===== src/rtl/alu_issue_ctrl.sv =====
// Issue/writeback controller around the 8-bit ALU with an 8x8 register file and opcode legality check.
// Latency: legal op enables the ALU 1 cycle after accept and writes back 2 cycles after; illegal op reports in 1.
// Backpressure: in_ready is high only in IDLE; one legal op every 3 cycles, one illegal op every 2.
module alu_issue_ctrl (
    input  logic       clk,
    input  logic       rst,
    input  logic       in_valid,
    output logic       in_ready,
    input  logic [7:0] in_op,
    input  logic [2:0] in_rd,
    input  logic [2:0] in_rs,
    input  logic [2:0] in_rt,
    input  logic       in_imm_en,
    input  logic [7:0] in_imm,
    input  logic       ext_wr_en,
    input  logic [2:0] ext_wr_addr,
    input  logic [7:0] ext_wr_data,
    input  logic [2:0] dbg_addr,
    output logic [7:0] dbg_data,
    output logic       alu_enable,
    output logic [7:0] alu_operation,
    output logic [7:0] alu_op1,
    output logic [7:0] alu_op2,
    output logic       alu_cpu_carry,
    input  logic [7:0] alu_result_l,
    input  logic [7:0] alu_result_h,
    input  logic       alu_carry,
    input  logic       alu_zero,
    input  logic       alu_sign,
    output logic [2:0] flags,
    output logic       done,
    output logic       err
);

    typedef enum logic [1:0] {
        IDLE  = 2'd0,
        ISSUE = 2'd1,
        WB    = 2'd2,
        ERR   = 2'd3
    } state_t;

    state_t     state;
    state_t     state_nxt;
    logic [7:0] rf [8];
    logic [2:0] rd_q;
    logic       mul_q;
    logic       op_single;
    logic       op_two;
    logic       op_mul;
    logic       op_legal;
    logic       accept;

    always_comb begin
        op_single = 1'b0;
        case (in_op)
            8'h01, 8'h02, 8'h03, 8'h06,
            8'h07, 8'h08, 8'h09, 8'h0A: op_single = 1'b1;
            default:                    op_single = 1'b0;
        endcase
    end

    // Two-operand opcodes ignore bit 0; bits [6:1] select ADD..XOR.
    assign op_two   = in_op[7] && (in_op[6:1] >= 6'd7) && (in_op[6:1] <= 6'd13);
    assign op_mul   = in_op[7] && ((in_op[6:1] == 6'd9) || (in_op[6:1] == 6'd10));
    assign op_legal = op_single || op_two;
    assign accept   = in_valid && (state == IDLE);

    always_ff @(posedge clk or posedge rst) begin
        if (rst) begin
            state <= IDLE;
        end else begin
            state <= state_nxt;
        end
    end

    always_comb begin
        state_nxt = state;
        case (state)
            IDLE:    if (in_valid) state_nxt = op_legal ? ISSUE : ERR;
            ISSUE:   state_nxt = WB;
            WB:      state_nxt = IDLE;
            ERR:     state_nxt = IDLE;
            default: state_nxt = IDLE;
        endcase
    end

    always_comb begin
        in_ready   = (state == IDLE);
        alu_enable = (state == ISSUE);
        done       = (state == WB) || (state == ERR);
        err        = (state == ERR);
    end

    // Operands are captured from the pre-write register file, so a same-edge ext write is not seen.
    always_ff @(posedge clk or posedge rst) begin
        if (rst) begin
            alu_operation <= 8'h00;
            alu_op1       <= 8'h00;
            alu_op2       <= 8'h00;
            rd_q          <= 3'd0;
            mul_q         <= 1'b0;
        end else if (accept && op_legal) begin
            alu_operation <= in_op;
            alu_op1       <= rf[in_rs];
            alu_op2       <= op_single ? 8'h00 : (in_imm_en ? in_imm : rf[in_rt]);
            rd_q          <= in_rd;
            mul_q         <= op_mul;
        end
    end

    always_ff @(posedge clk or posedge rst) begin
        if (rst) begin
            flags <= 3'b000;
        end else if (state == WB) begin
            flags <= {alu_sign, alu_zero, alu_carry};
        end
    end

    // High half of a multiply lands in rd+1, wrapping r7 onto r0.
    always_ff @(posedge clk or posedge rst) begin
        if (rst) begin
            for (int i = 0; i < 8; i++) begin
                rf[i] <= 8'h00;
            end
        end else begin
            if ((state == IDLE) && ext_wr_en) begin
                rf[ext_wr_addr] <= ext_wr_data;
            end
            if (state == WB) begin
                rf[rd_q] <= alu_result_l;
                if (mul_q) begin
                    rf[rd_q + 3'd1] <= alu_result_h;
                end
            end
        end
    end

    assign dbg_data      = rf[dbg_addr];
    assign alu_cpu_carry = flags[0];

endmodule


===== config.mk =====
export PLATFORM = sky130hd
export DESIGN_NAME = alu_issue_ctrl
export DESIGN_NICKNAME = d
export VERILOG_FILES = /design/src/rtl/alu_issue_ctrl.sv
export SDC_FILE = /design/constraint.sdc
export NUM_CORES = 1
export LEC_CHECK = 0
export ABC_CLOCK_PERIOD_IN_PS = 6400
export CORE_MARGIN = 2
export CORE_UTILIZATION = 48
export CTS_CLUSTER_SIZE = 8
export DETAILED_ROUTE_END_ITERATION = 12
export HOLD_SLACK_MARGIN = 0.05
export MAX_ROUTING_LAYER = met4
export PLACE_DENSITY = 0.7
export SETUP_SLACK_MARGIN = 0.2
export SLEW_MARGIN = 20
export SYNTH_ARGS = -nofsm -noshare
export SYNTH_HDL_FRONTEND = slang
export SYNTH_SLANG_ARGS = --single-unit

===== constraint.sdc =====
create_clock -name clk -period 6.4 [get_ports clk]
set_clock_uncertainty 0.05 [all_clocks]
set_input_delay 0.64 -clock clk [delete_from_list [all_inputs] [get_ports clk]]
set_output_delay 0.64 -clock clk [all_outputs]
set_load 0.01 [all_outputs]

==> metrics.txt <==
Clock Path Buffers=2; Cell Pwr Density=396 nW/um^2; final core utilization=0.586; worst hold-check path type=flip-flop to flip-flop; worst path required time=5.71 ns; PnR worst setup slack=2.70 ns; DIE HEIGHT=120 um; Syn Area/Cell=10.4 um^2; Buffers on Ports=102; DRT antenna net count=0; Placed Cells=828; Post-Syn Area=6480 um^2; Ports=103; status=completed; Comb pwr share=0.413; Num CTS Buffers=9; Sw Pwr=1.12 mW; post-CTS setup buffer count=0; total number of vias=5864; Post-Syn Instances=620; final WL=21.3 mm; final net count=727; die area=14400 um^2; DRC=0; initial antenna violation count=0; crit-path cells=clkdlybuf4s50_1 > mux4_2 > mux2_2 > clkdlybuf4s50_1; Hold Slack=0.431 ns; first-pass GRT wire length=34.0 mm; Final setup viols=0; gpl congestion=0.963; GRT Util Overall=0.318; RSZ-0062 raised after global routing=false; Reg2Reg Depth=5; setup tns final=0 ns; endpoint class of the critical path=output pin; vias in the first global route=5742; minimum clock period after layout=3.70 ns; Worst EP arrival=3.01 ns; layout cells sized above 1=0.169; Worst R2R End=rf[55]; Via density=6.96; TritonRoute pass-1 iters=5; Clock transition at path regs=0.06 ns; CP Max Fanout=16; Peak VDD IR=203 uV; hold path depth=2; final cell count without fillers=843; Post-Syn Nets=684; post-synthesis cell type count=45; EDFF count, synth=0; initial core utilization=0.491; Reg power frac=0.411; CP max stage cell=clkdlybuf4s50_1; Sink Count=97; CTS tree=built; worst reg-to-reg setup slack=4.05 ns; CTS root buf=clkbuf_16; post_cts resized=0; Final Hold Vio Count=0; largest net degree at the start of global routing=68; Rel. slew slack=0.412; H-tree Lvls=3; WL per Instance=25.2 um; main flop type after synthesis=dfrtp_1; Reg-to-Reg Start=rd_q[0]; chip width=120 um; worst slew pin tran=0.880 ns; dpl ws=2.45 ns; core area=13200 um^2; Area Growth Syn to Fin=19.3%; yosys warns=0; leakage=2.92 nW; Crit path top cell by count=clkdlybuf4s50_1; Final Cycle Share=0.578; crit start category=input port; clk_lat worst skew=0.36 ns; CTS Hold Bufs=0; Slew Viols, Final=0; hold endpoint=flags[2]; Crit Path Class=input port to output pin; post-detailed-placement half-perimeter wirelength=15.6 mm; FP Rows=42; Switching Share=0.367; total global routing overflow=0; max cap viols=0; #FFs+latches synth=97; Antenna Cells=0; Max Clock Freq=0.270 GHz; max incr delay on CP=1.01 ns; register area share after synthesis=0.375; Initial DRC Count=590; Clock power frac=0.176; Synth async-reset ratio=1.00; Power Internal=1.94 mW; Hold Startpoint=flags[2]
==> critical path, delay by kind of cell <==
family | cells | cell delay [ns]
buffers and inverters | 2 | 1.50
muxes | 2 | 0.87
==> layout make-up <==
class | count | area (um^2)
clock inverter | 3 | 42.5
fill | 1109 | 5460
inverter | 3 | 13.8
clock buffer | 12 | 236
tap | 176 | 220
timing repair buffer | 108 | 1050
multi-input combinational | 444 | 3740
sequential | 97 | 2430
==> layer usage <==
layer	share of wire	global-route usage	vias up
li1	-	-	2516
met4	0.024	0.105	0
met5	0	-	-
met2	0.47	0.472	419
met3	0.10	0.0618	42
met1	0.41	0.443	2887
==> logic make-up after synthesis <==
logic type,Yosys count,share of synthesized area
AO/OA/AOI/OAI,162,0.188
buffers and inverters,79,0.0525
multiplexers,97,0.249
flip-flops,97,0.375
XOR/XNOR,3,0.00406
adder cells (fa/ha/maj),1,0.00193
AND/OR/NAND/NOR,181,0.129
==> synth_stat cells (2+ instances only) <==
cell / number / area share
mux4_2: 48 / 0.17
a22oi_1: 8 / 0.0093
nand4_1: 2 / 0.0019
a32oi_1: 56 / 0.076
o21ai_0: 8 / 0.0062
mux2_2: 33 / 0.057
xor2_1: 2 / 0.0027
a22o_1: 8 / 0.011
mux2i_1: 16 / 0.025
a21o_1: 10 / 0.012
nand2_1: 108 / 0.063
nand3b_1: 4 / 0.0046
clkbuf_1: 34 / 0.020
or3_1: 5 / 0.0048
and3_1: 2 / 0.0019
buf_2: 14 / 0.011
buf_4: 2 / 0.0023
dfrtp_1: 97 / 0.37
o22ai_1: 64 / 0.062
nand3_1: 37 / 0.029
buf_1: 24 / 0.014
nor2_1: 6 / 0.0035
nor2b_1: 4 / 0.0039
inv_1: 3 / 0.0017
and2_1: 5 / 0.0048
==> cells in the final DEF (no fill, tap or decap), types with 2 or more instances in the layout <==
cell	n
nand2_1	108
clkdlybuf4s50_1	99
dfrtp_1	97
o22ai_1	64
a32oi_1	56
mux4_2	48
nand3_1	37
mux2_2	33
mux2i_1	16
a21o_1	10
clkbuf_16	9
a22oi_1	8
o21ai_0	8
a22o_1	8
nor2_1	6
buf_4	6
or3_1	5
and2_1	5
nand3b_1	4
nor2b_1	3
clkbuf_1	3
buf_2	3
and3_1	2
nand4_1	2
xor2_1	2
inv_1	2
==> how the worst max path moves through the flow <==
stage	from	to	slack, ns	cells past startpoint
after global placement	dbg_addr[0]	dbg_data[4]	2.54	4
after CTS	dbg_addr[0]	dbg_data[4]	2.45	4
after global routing	dbg_addr[1]	dbg_data[6]	2.62	4
after floorplan	rst	alu_op1[0]	3.18	1
after detailed placement	dbg_addr[0]	dbg_data[4]	2.45	4
final	dbg_addr[1]	dbg_data[6]	2.70	4
==> sequential cells by signal (all words and copies together) (netlist names) <==
signal / flops
rf: 64
mul_q: 1
rd_q: 3
flags: 3
alu_operation: 8
alu_op2: 8
alu_op1: 8
state: 2
==> power by group through the flow <==
stage               logic [mW]  clock network, mW  registers, mW
global route              1.37              0.571           1.28
CTS                       1.27              0.546           1.23
floorplan                0.867                  0           1.09
finish                    1.26              0.539           1.26
global placement          1.23                  0           1.22
detailed placement        1.26                  0           1.25
==> metrics by stage <==
step	total power [mW]	area, um^2
floorplan	1.96	6480
global placement	2.45	7460
detailed placement	2.51	7460
CTS	3.05	7740
global route	3.23	7730
finish	3.06	7730
Note: power is estimated with default switching activity, not from simulation.
